==> config.mk <==
export PLATFORM = sky130hd
export DESIGN_NAME = alu_issue_arbiter_flat
export DESIGN_NICKNAME = d
export VERILOG_FILES = /design/src/rtl/alu_issue_arbiter_if.sv /design/src/rtl/alu_issue_arbiter.sv /design/src/flat_wrapper.sv
export SDC_FILE = /design/constraint.sdc
export NUM_CORES = 1
export LEC_CHECK = 0
export ABC_AREA = 1
export ABC_CLOCK_PERIOD_IN_PS = 1950
export BUFFER_PORTS_ARGS = -buffer_cell sky130_fd_sc_hd__buf_2
export CELL_PAD_IN_SITES_DETAIL_PLACEMENT = 1
export CELL_PAD_IN_SITES_GLOBAL_PLACEMENT = 1
export CORE_UTILIZATION = 28
export DETAILED_ROUTE_END_ITERATION = 6
export HOLD_SLACK_MARGIN = 0.1
export PLACE_DENSITY = 0.77
export SLEW_MARGIN = 20
export SYNTH_ARGS = -nofsm -noshare
export SYNTH_HDL_FRONTEND = slang
export SYNTH_SLANG_ARGS = --single-unit
==> constraint.sdc <==
create_clock -name clk -period 1.95 [get_ports clk]
set_clock_uncertainty 0.2 [all_clocks]
set_input_delay 0.2925 -clock clk [delete_from_list [all_inputs] [get_ports clk]]
set_output_delay 0.2925 -clock clk [all_outputs]
set_load 0.1 [all_outputs]
==> src/rtl/alu_issue_arbiter_if.sv <==
// Handshake bundle between the two issue sources, the shared ALU and writeback
// for alu_issue_arbiter. The arbiter uses the slave modport; its environment uses master.
interface alu_issue_arbiter_if #(
  parameter int DATA_W = 32,
  parameter int OP_W   = 4,
  parameter int TAG_W  = 4
);
  logic              rdy;
  logic              clr;
  logic              req0_valid;
  logic              req1_valid;
  logic [DATA_W-1:0] req0_lv;
  logic [DATA_W-1:0] req0_rv;
  logic [DATA_W-1:0] req1_lv;
  logic [DATA_W-1:0] req1_rv;
  logic [OP_W-1:0]   req0_op;
  logic [OP_W-1:0]   req1_op;
  logic [TAG_W-1:0]  req0_tag;
  logic [TAG_W-1:0]  req1_tag;
  logic              req0_grant;
  logic              req1_grant;
  logic              alu_ready;
  logic [DATA_W-1:0] alu_lv;
  logic [DATA_W-1:0] alu_rv;
  logic [OP_W-1:0]   alu_op;
  logic              alu_success;
  logic [DATA_W-1:0] alu_result;
  logic              res_valid;
  logic              res_src;
  logic [TAG_W-1:0]  res_tag;
  logic [DATA_W-1:0] res_value;
  logic              busy;

  modport slave (
    input  rdy, clr,
    input  req0_valid, req1_valid, req0_lv, req0_rv, req1_lv, req1_rv,
    input  req0_op, req1_op, req0_tag, req1_tag,
    input  alu_success, alu_result,
    output req0_grant, req1_grant,
    output alu_ready, alu_lv, alu_rv, alu_op,
    output res_valid, res_src, res_tag, res_value, busy
  );

  modport master (
    output rdy, clr,
    output req0_valid, req1_valid, req0_lv, req0_rv, req1_lv, req1_rv,
    output req0_op, req1_op, req0_tag, req1_tag,
    output alu_success, alu_result,
    input  req0_grant, req1_grant,
    input  alu_ready, alu_lv, alu_rv, alu_op,
    input  res_valid, res_src, res_tag, res_value, busy
  );
endinterface

==> src/rtl/alu_issue_arbiter.sv <==
// Two-port (RS / LSB) arbiter sequencing the shared ALU through issue, wait and writeback.
// Define ALU_ARB_ROUND_ROBIN_EN for round-robin ties; otherwise port 0 wins ties.
module alu_issue_arbiter #(
  parameter int DATA_W = 32,
  parameter int OP_W   = 4,
  parameter int TAG_W  = 4
) (
  input logic               clk,
  input logic               rst,
  alu_issue_arbiter_if.slave bus
);

  typedef enum logic [1:0] {IDLE, WAIT, DRAIN} state_t;

  state_t            state_q, state_d;
  logic              last_q, last_d;
  logic              src_q, src_d;
  logic [TAG_W-1:0]  tag_q, tag_d;
  logic              grant0_q, grant0_d;
  logic              grant1_q, grant1_d;
  logic              alu_ready_q, alu_ready_d;
  logic [DATA_W-1:0] alu_lv_q, alu_lv_d;
  logic [DATA_W-1:0] alu_rv_q, alu_rv_d;
  logic [OP_W-1:0]   alu_op_q, alu_op_d;
  logic              res_valid_q, res_valid_d;
  logic              res_src_q, res_src_d;
  logic [TAG_W-1:0]  res_tag_q, res_tag_d;
  logic [DATA_W-1:0] res_value_q, res_value_d;
  logic              busy_q, busy_d;
  logic              win;

  always_comb begin
    win = bus.req1_valid & ~bus.req0_valid;
`ifdef ALU_ARB_ROUND_ROBIN_EN
    if (bus.req0_valid && bus.req1_valid) win = ~last_q;
`endif
  end

  always_comb begin
    state_d     = state_q;
    last_d      = last_q;
    src_d       = src_q;
    tag_d       = tag_q;
    grant0_d    = grant0_q;
    grant1_d    = grant1_q;
    alu_ready_d = alu_ready_q;
    alu_lv_d    = alu_lv_q;
    alu_rv_d    = alu_rv_q;
    alu_op_d    = alu_op_q;
    res_valid_d = res_valid_q;
    res_src_d   = res_src_q;
    res_tag_d   = res_tag_q;
    res_value_d = res_value_q;
    // A low rdy leaves every register, pulses included, exactly as it was.
    if (bus.rdy) begin
      grant0_d    = 1'b0;
      grant1_d    = 1'b0;
      alu_ready_d = 1'b0;
      res_valid_d = 1'b0;
      unique case (state_q)
        IDLE: begin
          if (!bus.clr && (bus.req0_valid || bus.req1_valid)) begin
            alu_lv_d    = win ? bus.req1_lv  : bus.req0_lv;
            alu_rv_d    = win ? bus.req1_rv  : bus.req0_rv;
            alu_op_d    = win ? bus.req1_op  : bus.req0_op;
            tag_d       = win ? bus.req1_tag : bus.req0_tag;
            src_d       = win;
            last_d      = win;
            grant0_d    = ~win;
            grant1_d    = win;
            alu_ready_d = 1'b1;
            state_d     = WAIT;
          end
        end
        WAIT: begin
          if (bus.clr) begin
            state_d = bus.alu_success ? IDLE : DRAIN;
          end else if (bus.alu_success) begin
            res_valid_d = 1'b1;
            res_value_d = bus.alu_result;
            res_tag_d   = tag_q;
            res_src_d   = src_q;
            state_d     = IDLE;
          end
        end
        DRAIN: begin
          if (!bus.clr && bus.alu_success) state_d = IDLE;
        end
        default: state_d = IDLE;
      endcase
    end
    busy_d = (state_d != IDLE);
  end

  always_ff @(posedge clk) begin
    if (rst) begin
      state_q     <= IDLE;
      last_q      <= 1'b1;
      src_q       <= 1'b0;
      tag_q       <= '0;
      grant0_q    <= 1'b0;
      grant1_q    <= 1'b0;
      alu_ready_q <= 1'b0;
      alu_lv_q    <= '0;
      alu_rv_q    <= '0;
      alu_op_q    <= '0;
      res_valid_q <= 1'b0;
      res_src_q   <= 1'b0;
      res_tag_q   <= '0;
      res_value_q <= '0;
      busy_q      <= 1'b0;
    end else begin
      state_q     <= state_d;
      last_q      <= last_d;
      src_q       <= src_d;
      tag_q       <= tag_d;
      grant0_q    <= grant0_d;
      grant1_q    <= grant1_d;
      alu_ready_q <= alu_ready_d;
      alu_lv_q    <= alu_lv_d;
      alu_rv_q    <= alu_rv_d;
      alu_op_q    <= alu_op_d;
      res_valid_q <= res_valid_d;
      res_src_q   <= res_src_d;
      res_tag_q   <= res_tag_d;
      res_value_q <= res_value_d;
      busy_q      <= busy_d;
    end
  end

  assign bus.req0_grant = grant0_q;
  assign bus.req1_grant = grant1_q;
  assign bus.alu_ready  = alu_ready_q;
  assign bus.alu_lv     = alu_lv_q;
  assign bus.alu_rv     = alu_rv_q;
  assign bus.alu_op     = alu_op_q;
  assign bus.res_valid  = res_valid_q;
  assign bus.res_src    = res_src_q;
  assign bus.res_tag    = res_tag_q;
  assign bus.res_value  = res_value_q;
  assign bus.busy       = busy_q;

endmodule

==> src/flat_wrapper.sv <==
// flat-port wrapper written by rule: the top's interface ports become plain ports
module alu_issue_arbiter_flat 
#(
  parameter int DATA_W = 32,
  parameter int OP_W   = 4,
  parameter int TAG_W  = 4
)
  (clk, rst, bus_rdy, bus_clr, bus_req0_valid, bus_req1_valid, bus_req0_lv, bus_req0_rv, bus_req1_lv, bus_req1_rv, bus_req0_op, bus_req1_op, bus_req0_tag, bus_req1_tag, bus_alu_success, bus_alu_result, bus_req0_grant, bus_req1_grant, bus_alu_ready, bus_alu_lv, bus_alu_rv, bus_alu_op, bus_res_valid, bus_res_src, bus_res_tag, bus_res_value, bus_busy);
  alu_issue_arbiter_if #(.DATA_W(DATA_W), .OP_W(OP_W), .TAG_W(TAG_W)) bus_i ();
  input logic clk;
  input logic rst;
  input wire logic [$bits(bus_i.rdy)-1:0] bus_rdy;
  input wire logic [$bits(bus_i.clr)-1:0] bus_clr;
  input wire logic [$bits(bus_i.req0_valid)-1:0] bus_req0_valid;
  input wire logic [$bits(bus_i.req1_valid)-1:0] bus_req1_valid;
  input wire logic [$bits(bus_i.req0_lv)-1:0] bus_req0_lv;
  input wire logic [$bits(bus_i.req0_rv)-1:0] bus_req0_rv;
  input wire logic [$bits(bus_i.req1_lv)-1:0] bus_req1_lv;
  input wire logic [$bits(bus_i.req1_rv)-1:0] bus_req1_rv;
  input wire logic [$bits(bus_i.req0_op)-1:0] bus_req0_op;
  input wire logic [$bits(bus_i.req1_op)-1:0] bus_req1_op;
  input wire logic [$bits(bus_i.req0_tag)-1:0] bus_req0_tag;
  input wire logic [$bits(bus_i.req1_tag)-1:0] bus_req1_tag;
  input wire logic [$bits(bus_i.alu_success)-1:0] bus_alu_success;
  input wire logic [$bits(bus_i.alu_result)-1:0] bus_alu_result;
  output wire logic [$bits(bus_i.req0_grant)-1:0] bus_req0_grant;
  output wire logic [$bits(bus_i.req1_grant)-1:0] bus_req1_grant;
  output wire logic [$bits(bus_i.alu_ready)-1:0] bus_alu_ready;
  output wire logic [$bits(bus_i.alu_lv)-1:0] bus_alu_lv;
  output wire logic [$bits(bus_i.alu_rv)-1:0] bus_alu_rv;
  output wire logic [$bits(bus_i.alu_op)-1:0] bus_alu_op;
  output wire logic [$bits(bus_i.res_valid)-1:0] bus_res_valid;
  output wire logic [$bits(bus_i.res_src)-1:0] bus_res_src;
  output wire logic [$bits(bus_i.res_tag)-1:0] bus_res_tag;
  output wire logic [$bits(bus_i.res_value)-1:0] bus_res_value;
  output wire logic [$bits(bus_i.busy)-1:0] bus_busy;
  assign bus_i.rdy = bus_rdy;
  assign bus_i.clr = bus_clr;
  assign bus_i.req0_valid = bus_req0_valid;
  assign bus_i.req1_valid = bus_req1_valid;
  assign bus_i.req0_lv = bus_req0_lv;
  assign bus_i.req0_rv = bus_req0_rv;
  assign bus_i.req1_lv = bus_req1_lv;
  assign bus_i.req1_rv = bus_req1_rv;
  assign bus_i.req0_op = bus_req0_op;
  assign bus_i.req1_op = bus_req1_op;
  assign bus_i.req0_tag = bus_req0_tag;
  assign bus_i.req1_tag = bus_req1_tag;
  assign bus_i.alu_success = bus_alu_success;
  assign bus_i.alu_result = bus_alu_result;
  assign bus_req0_grant = bus_i.req0_grant;
  assign bus_req1_grant = bus_i.req1_grant;
  assign bus_alu_ready = bus_i.alu_ready;
  assign bus_alu_lv = bus_i.alu_lv;
  assign bus_alu_rv = bus_i.alu_rv;
  assign bus_alu_op = bus_i.alu_op;
  assign bus_res_valid = bus_i.res_valid;
  assign bus_res_src = bus_i.res_src;
  assign bus_res_tag = bus_i.res_tag;
  assign bus_res_value = bus_i.res_value;
  assign bus_busy = bus_i.busy;
  alu_issue_arbiter #(.DATA_W(DATA_W), .OP_W(OP_W), .TAG_W(TAG_W)) u_core (.clk(clk), .rst(rst), .bus(bus_i));
endmodule
**Word level (Yosys, flattened, before mapping)**

Cells that the tools add are included.
W data, S select, Z words.

- Eq/ne operators: 2
- Multiplexer cells: 20
- Bitwise logic cells: 4
- Reductions and logical operators: 8

Operators by type and width:

| cell | number |
|---|---|
| $mux W32 | 2 |
| $mux W2 | 6 |
| $mux W1 | 9 |
| $mux W4 | 2 |
| $pmux W2 S3 | 1 |
| $reduce_and A4 Y1 | 1 |
| $not A1 Y1 | 3 |
| $reduce_and A3 Y1 | 1 |
| $eq A2 B1 Y1 const B | 1 |
| $eq A2 B2 Y1 const B | 1 |
| $logic_and A1 B1 Y1 | 2 |
| $logic_not A2 Y1 | 1 |
| $reduce_bool A2 Y1 | 1 |
| $and A1 B1 Y1 | 1 |
| $logic_not A1 Y1 | 1 |
| $logic_or A1 B1 Y1 | 1 |

- Register bits: 117
- Input bits: 183
- Output and inout bits: 110
- Word-level logic and storage cells: 48

**Longest topological paths before layout**

Gate-level depths: netlist of run 1.

- Depth after elaboration: 6
- Mapped depth: 8
- Gate-level depth less buffers: 7

**Least setup slack after synthesis of run 1**

Ideal clock, no wire load.

- Path kind: reg2reg
- Start point: reg u_core.bus.alu_lv[0] (netlist name)
- End point: reg u_core.alu_lv_q[0], in the netlist u_core.bus.alu_lv[0]
- Arrival: 1.229 ns
- Data required time: 1.686 ns
- Setup slack: 0.457 ns
- Stages on the path, launching flop included: 5
- Path buffers: 0
- Path through: dfxtp_1 inv_1 nand2_1 nand2_1 nor2_1

RTL lines:

| element | line | text |
|---|---|---|
| to (signal assigned) | alu_issue_arbiter.sv:120 | `alu_lv_q <= alu_lv_d;` |
| to (decl) | alu_issue_arbiter.sv:22 | `logic [DATA_W-1:0] alu_lv_q, alu_lv_d;` |

**Worst setup path in the final report of run 1**

- Start point: in bus_rdy
- End point: reg u_core.alu_lv_q[20], in the netlist u_core.bus.alu_lv[20]

- Word-level cells in the longest chain between the ends: 1

Ends and longest elaborated chain:

| element | line | text |
|---|---|---|
| from (decl) | flat_wrapper.sv:12 | `input wire logic [$bits(bus_i.rdy)-1:0] bus_rdy;` |
| $reduce_and A3 Y1 (no line) | -- |  |

No other way between the ends.
A chain may end at the register's enable or synchronous reset.

==> results of run 1 <==
per-layer routing:
metal	share of wire [%]	vias up	routed length [um]
met5	0	-	0
met4	4.0	0	963
met3	5.3	72	1260
met2	54	242	12900
met1	37	3365	8860
li1	-	3557	-
synth_stat cells:
library cell | count | area (um2)
nand3_1 | 2 | 10.0
o21ai_0 | 18 | 90.1
nor2_1 | 221 | 830
buf_2 | 18 | 90.1
clkbuf_2 | 1 | 5.00
nand3_2 | 2 | 20.0
nand3b_1 | 1 | 7.51
o21ai_1 | 20 | 100
inv_1 | 82 | 308
nor2_4 | 1 | 11.3
nor2_2 | 1 | 6.26
dfxtp_1 | 117 | 2340
a21oi_1 | 6 | 30.0
clkbuf_1 | 20 | 75.1
nand2_1 | 375 | 1410
buf_6 | 11 | 124
inv_2 | 3 | 11.3
stage by stage:
stage	setup WS (ns)	hold WS (ns)	total power [mW]
5_1_grt	0.0356	0.169	8.62
3_5_place_dp	0.201	0.257	4.40
6_report	0.116	0.154	8.29
3_3_place_gp	0.240	0.258	4.38
4_1_cts	0.0807	0.131	8.28
2_1_floorplan	0.457	0.162	3.94
critical path, delay by kind of cell:
kind,cells,cell delay [ns]
buffers and inverters,5,1.08
and+or+nand+nor,5,0.59
cells by family (layout without fill, tap and decap cells):
| logic type | after synthesis | in the layout |
|---|---|---|
| and+or+nand+nor | 603 | 603 |
| DFF | 117 | 117 |
| other | 0 | 2 |
| AOI/OAI and AO/OA | 44 | 44 |
| buffers and inverters | 135 | 608 |
power by group:
part | switching [mW] | total, mW | internal [mW]
Combinational | 1.46 | 2.19 | 0.723
Clock | 1.20 | 3.53 | 2.32
Sequential | 0.0600 | 2.58 | 2.52
path summary, 6_finish.rpt:
kind,end,startpoint,cells past startpoint
hold reg to reg,u_core.bus.alu_ready$_SDFFE_PP0P_,u_core.bus.alu_ready$_SDFFE_PP0P_,2
setup / recovery,u_core.bus.alu_lv[20]$_SDFFE_PP0P_,bus_rdy,10
hold / removal,u_core.bus.res_value[7]$_SDFFE_PP0P_,bus_alu_success,4
setup reg to reg,u_core.bus.req0_grant$_SDFFE_PP0P_,u_core.state_q[0]$_SDFF_PP0_,6
cell type report:
cell class / count / area [um2] / share of cell area (%)
sequential: 117 / 2340 / 24.1
clock inverter: 13 / 220 / 2.26
antenna: 2 / 5.00 / 0.0515
inverter: 85 / 323 / 3.32
timing repair buffer: 491 / 3530 / 36.3
multi-input combinational: 647 / 2530 / 26.1
clock buffer: 19 / 443 / 4.55
tap: 260 / 325 / 3.34
state kept, by name, indices dropped and copies added, names as in the netlist, 2 cells and up:
signal and cells:
u_core.bus.alu_lv 32, u_core.bus.alu_op 4, u_core.bus.alu_rv 32, u_core.bus.res_tag 4, u_core.bus.res_value 32, u_core.state_q 2, u_core.tag_q 4
cell usage in the layout, fill, tap and decap left out, types with 2 or more instances in the layout:
| cell | synthesis | layout |
|---|---|---|
| a21oi_1 | 6 | 6 |
| buf_12 | 0 | 10 |
| buf_2 | 18 | 292 |
| buf_4 | 0 | 9 |
| bufinv_16 | 0 | 5 |
| clkbuf_16 | 0 | 17 |
| clkinv_4 | 0 | 6 |
| dfxtp_1 | 117 | 117 |
| diode_2 | 0 | 2 |
| dlygate4sd3_1 | 0 | 179 |
| inv_1 | 82 | 81 |
| inv_2 | 3 | 2 |
| inv_6 | 0 | 2 |
| nand2_1 | 375 | 375 |
| nand3_1 | 2 | 2 |
| nand3_4 | 0 | 2 |
| nor2_1 | 221 | 220 |
| nor2_4 | 1 | 2 |
| o21ai_0 | 18 | 18 |
| o21ai_1 | 20 | 20 |
timing repair:
action | in CTS | in global routing
hold buffers | 179 | 0
setup endpoints to repair | 0 | 38
resized for setup | 0 | 4
endpoints found under the hold margin | 109 | 0
buffers inserted | 0 | 2
==> results.md, run 1 <==
* Largest family of logic cells by synthesized area: simple AND/OR/NAND/NOR gates
* Fin cells at 1634
* Leak Pwr at 5.28 nW
* Final worst path period share at 94.0%
* Clk_lat worst skew at 0.41 ns
* F_max at 545 MHz
* Register area share after synthesis at 42.8%
* GRT Total Usage at 23.7%
* Final HPWL DP at 13400 um
* Post-DRT Antenna Nets at 0
* Warning count from the yosys run at 0
* Filler Cell Count at 2459
* Via count at 7236
* Worst setup EP type: flip-flop
* DIE HEIGHT at 142 um
* FF-to-FF setup slack at 0.15 ns
* CTS tree: yes
* Largest net degree at the start of global routing at 65
* Avg WL per Cell at 14.7 um
* Area grow syn2layout at 77.9%
* Hold Vio Cnt, Final at 0
* Maxcap violations at 0
* Clock root buffer: clkbuf_16
* Critical path type: input port to flip-flop
* Worst hold path type: input port to flip-flop
* Count of state elements after synthesis at 117
* CTS sink cnt at 117
* Status: finished, final reports clean
* Initial antenna violation count at 2
* CP startpoint kind: input port
* Compound-Gate Fraction of Synth Area at 4.03%
* Synth Area in XOR/XNOR at 0%
* Global-route wire length before repair at 37300 um
* Row count at 50
* I/O Pins at 293
* Mux share of post-synthesis cell area at 0%
* Final #Nets at 1542
* Unrepaired setup endpoints after global routing: false
* # setup viols final at 0
* CP max stage delay at 0.52 ns
* Die Area at 20100 um2
* Post-layout util at 51.5%
* Via density at 4.43
* GR Overflow Total at 0
* Worst-path clk slew at 0.06 ns
* GPL Wtd Cong at 0.733
* Max Slew Vio Count at 0
* Worst Max-Slew Pin Slew at 0.527 ns
* Post-synthesis simple-gate area fraction at 41.9%
* Post-synth net total at 1082
* Drt total wl at 24000 um
* Starting Density at 28.9%
* Share of layout cells above drive strength 1 at 25.7%
* Power per cell area at 852 nW/um2
* DP Area at 7220 um2
* Sequence of cells on the critical path: dlygate4sd3_1, buf_2, inv_2, nor2_4, nand3_4, buf_12, buf_12, nand2_1, nand2_1, nor2_1
* Peak VDD IR at 486 uV
* CP required at 2.08 ns
* Synthesized instance count at 899
* Busiest grt layer: met2
* Adder-cell share of the synthesized area at 0%
* Min Tclk post-route at 1.83 ns
* Die width at 142 um
* Slew HR at 65.1%
* Non-Filler Cell Area, Final at 9730 um2
* Vias in the first global route at 7675
* CP max stage cell: dlygate4sd3_1
* Post-route setup TNS at 0 ns
* Crit Path Max Fanout at 27
* Drt pass-1 iters at 4
* Placed Cells at 1419
* H-tree depth at 4
* Number of port buffers at 292
* GR Util met1 at 22.8%
* Cell Area, Synth at 5470 um2
* Distinct cell type count after synthesis at 17
* Worst Path Arrival at 1.96 ns
* Drt drc at 0
* Mapped Avg Cell Area at 6.08 um2
* CTS max path bufs at 2
* TritonCTS Buffers at 17
* GR Layer Usage met3 at 5.60%
* DRT iter0 DRCs at 145
* M2 GR Usage at 45.9%
* Core area at 18900 um2
No activity file was read; power rests on OpenSTA's default activity.
==> run 2, diff against run 1 <==
--- a/config.mk
+++ b/config.mk
@@ -8,12 +8,10 @@
 export ABC_AREA = 1
 export ABC_CLOCK_PERIOD_IN_PS = 1950
 export BUFFER_PORTS_ARGS = -buffer_cell sky130_fd_sc_hd__buf_2
-export CELL_PAD_IN_SITES_DETAIL_PLACEMENT = 1
-export CELL_PAD_IN_SITES_GLOBAL_PLACEMENT = 1
 export CORE_UTILIZATION = 28
 export DETAILED_ROUTE_END_ITERATION = 6
 export HOLD_SLACK_MARGIN = 0.1
-export PLACE_DENSITY = 0.77
+export PLACE_DENSITY = 0.53
 export SLEW_MARGIN = 20
 export SYNTH_ARGS = -nofsm -noshare
 export SYNTH_HDL_FRONTEND = slang
==> results.md, run 2 (synthesis results as in run 1) <==
* Die width at 142 um (unchanged)
* Avg WL per Cell at 11.2 um (was 14.7 um)
* Largest net degree at the start of global routing at 60 (was 65)
* Post-route setup TNS at 0 ns (unchanged)
* Number of port buffers at 292 (unchanged)
* Unrepaired setup endpoints after global routing: false (unchanged)
* # setup viols final at 0 (unchanged)
* Crit path from: bus_rdy (unchanged)
* Final worst path period share at 91.2% (was 94.0%)
* Hold Vio Cnt, Final at 0 (unchanged)
* Setup crit end: u_core.bus.req0_grant$_SDFFE_PP0P_ (was u_core.bus.alu_lv[20]$_SDFFE_PP0P_)
* Post-layout util at 50.5% (was 51.5%)
* GPL Wtd Cong at 0.744 (was 0.733)
* Core area at 18900 um2 (unchanged)
* Post-DRT Antenna Nets at 0 (unchanged)
* Global-route wire length before repair at 28400 um (was 37300 um)
* Worst Path Arrival at 1.94 ns (was 1.96 ns)
* Placed Cells at 1417 (was 1419)
* Share of layout cells above drive strength 1 at 25.4% (was 25.7%)
* Peak VDD IR at 543 uV (was 486 uV)
* F_max at 562 MHz (was 545 MHz)
* Maxcap violations at 0 (unchanged)
* Vias in the first global route at 6030 (was 7675)
* CTS tree: yes (unchanged)
* Drt drc at 0 (unchanged)
* Worst hold path type: input port to flip-flop (unchanged)
* Drt total wl at 18200 um (was 24000 um)
* Row count at 50 (unchanged)
* Highest layer used for signal routing: met4 (unchanged)
* Met3 wire length at 1100 um (was 1260 um)
* H-tree depth at 4 (unchanged)
* CP startpoint kind: input port (unchanged)
* Area grow syn2layout at 74.5% (was 77.9%)
* DR WL met2 at 8930 um (was 12900 um)
* Fin Hold WS at 0.137 ns (was 0.154 ns)
* DIE HEIGHT at 142 um (unchanged)
* Die Area at 20100 um2 (unchanged)
* Slew HR at 65.6% (was 65.1%)
* Final HPWL DP at 11900 um (was 13400 um)
* Worst setup EP type: flip-flop (unchanged)
* Crit Path Max Fanout at 4 (was 27)
* Filler Cell Count at 1929 (was 2459)
* Power per cell area at 798 nW/um2 (was 852 nW/um2)
* DRT iter0 DRCs at 238 (was 145)
* CTS max path bufs at 2 (unchanged)
* Commonest non-fill, non-tap cell in the layout: nand2_1 (unchanged)
* Post-CTS setup buffer count at 0 (unchanged)
* Starting Density at 28.9% (unchanged)
* Critical path type: input port to flip-flop (unchanged)
* I/O Pins at 293 (unchanged)
* Via density at 4.07 (was 4.43)
* Non-Filler Cell Area, Final at 9540 um2 (was 9730 um2)
* Most frequent cells in the layout: nand2_1, buf_2, nor2_1 (unchanged)
* GRT Total Usage at 17.9% (was 23.7%)
* R2r endpoint: u_core.bus.req0_grant$_SDFFE_PP0P_ (unchanged)
* GR Overflow Total at 0 (unchanged)
* Min Tclk post-route at 1.78 ns (was 1.83 ns)
* Met1 Routed Length at 7950 um (was 8860 um)
* Worst Max-Slew Pin Slew at 0.520 ns (was 0.527 ns)
* TritonCTS Buffers at 17 (unchanged)
* Final #Nets at 1538 (was 1542)
* Clk_lat worst skew at 0.41 ns (about the same)
* CTS sink cnt at 117 (unchanged)
* Worst-path clk slew at 0.06 ns (about the same)
* Worst hold path depth at 4 (unchanged)
* Clock root buffer: clkbuf_16 (unchanged)
* Fin cells at 1628 (was 1634)
* Initial antenna violation count at 0 (was 2)
* Number of antenna repair diodes at 0 (was 2)
* Leak Pwr at 5.19 nW (was 5.28 nW)
* Drt pass-1 iters at 7 (was 4)
* Via count at 6628 (was 7236)
* DP Area at 7180 um2 (was 7220 um2)
* FF-to-FF setup slack at 0.19 ns (was 0.15 ns)
* FF-to-FF path depth at 6 (unchanged)
* Worst r2r src: u_core.state_q[0]$_SDFF_PP0_ (unchanged)
* Max Slew Vio Count at 0 (unchanged)
* Status: finished, final reports clean (unchanged)
* CP required at 2.11 ns (was 2.08 ns)
[run 2: layout make-up]
type                    count  area, um2  area share [%]
multi-input cells         647       2530            26.6
flip-flops and latches    117       2340            24.6
well taps                 260        325            3.41
repair buffers            487       3460            36.3
inverters                  85        320            3.36
clock buffers              18        429            4.50
clock inverters            14        128            1.34
[run 2: critical path, stage by stage]
cell	delay (ns)
dlygate4sd3_1	0.52
buf_2	0.14
nand2_1	0.08
nor2_1	0.16
nand2_1	0.07
a21oi_1	0.11
dlygate4sd3_1	0.55
[run 2: layer usage]
layer	vias up	GRT usage, %
met3	17	5.37
met2	203	31.3
met5	-	0
met4	0	5.94
li1	3550	-
met1	2858	20.6
[run 2: worst min-delay path by stage]
stage	start	to	slack [ns]
6_report	bus_alu_success	u_core.bus.res_value[21]$_SDFFE_PP0P_	0.14
3_5_place_dp	u_core.bus.req0_grant$_SDFFE_PP0P_	u_core.bus.req0_grant$_SDFFE_PP0P_	0.26
4_1_cts	bus_alu_success	u_core.state_q[1]$_SDFF_PP0_	0.11
3_3_place_gp	u_core.bus.res_value[10]$_SDFFE_PP0P_	u_core.bus.res_value[10]$_SDFFE_PP0P_	0.26
5_1_grt	bus_alu_success	u_core.bus.res_value[21]$_SDFFE_PP0P_	0.16
2_1_floorplan	rst	u_core.bus.alu_ready$_SDFFE_PP0P_	0.16
[run 2: report_power, final]
part	switching [mW]	leakage, nW	internal (mW)
Clock	1.19	0.263	1.76
Combinational	1.38	3.97	0.704
Sequential	0.0577	0.955	2.52
[run 2: repair_timing]
action	in CTS	in global routing
resized for setup	0	1
endpoints found under the hold margin	109	0
hold buffers	179	0
endpoints found under the setup margin	0	2
[run 2: stage by stage]
step | total power [mW] | setup slack [ns]
global placement | 4.37 | 0.280
finish | 7.61 | 0.171
floorplan | 3.94 | 0.457
global route | 7.97 | 0.104
detailed placement | 4.37 | 0.256
CTS | 7.68 | 0.166
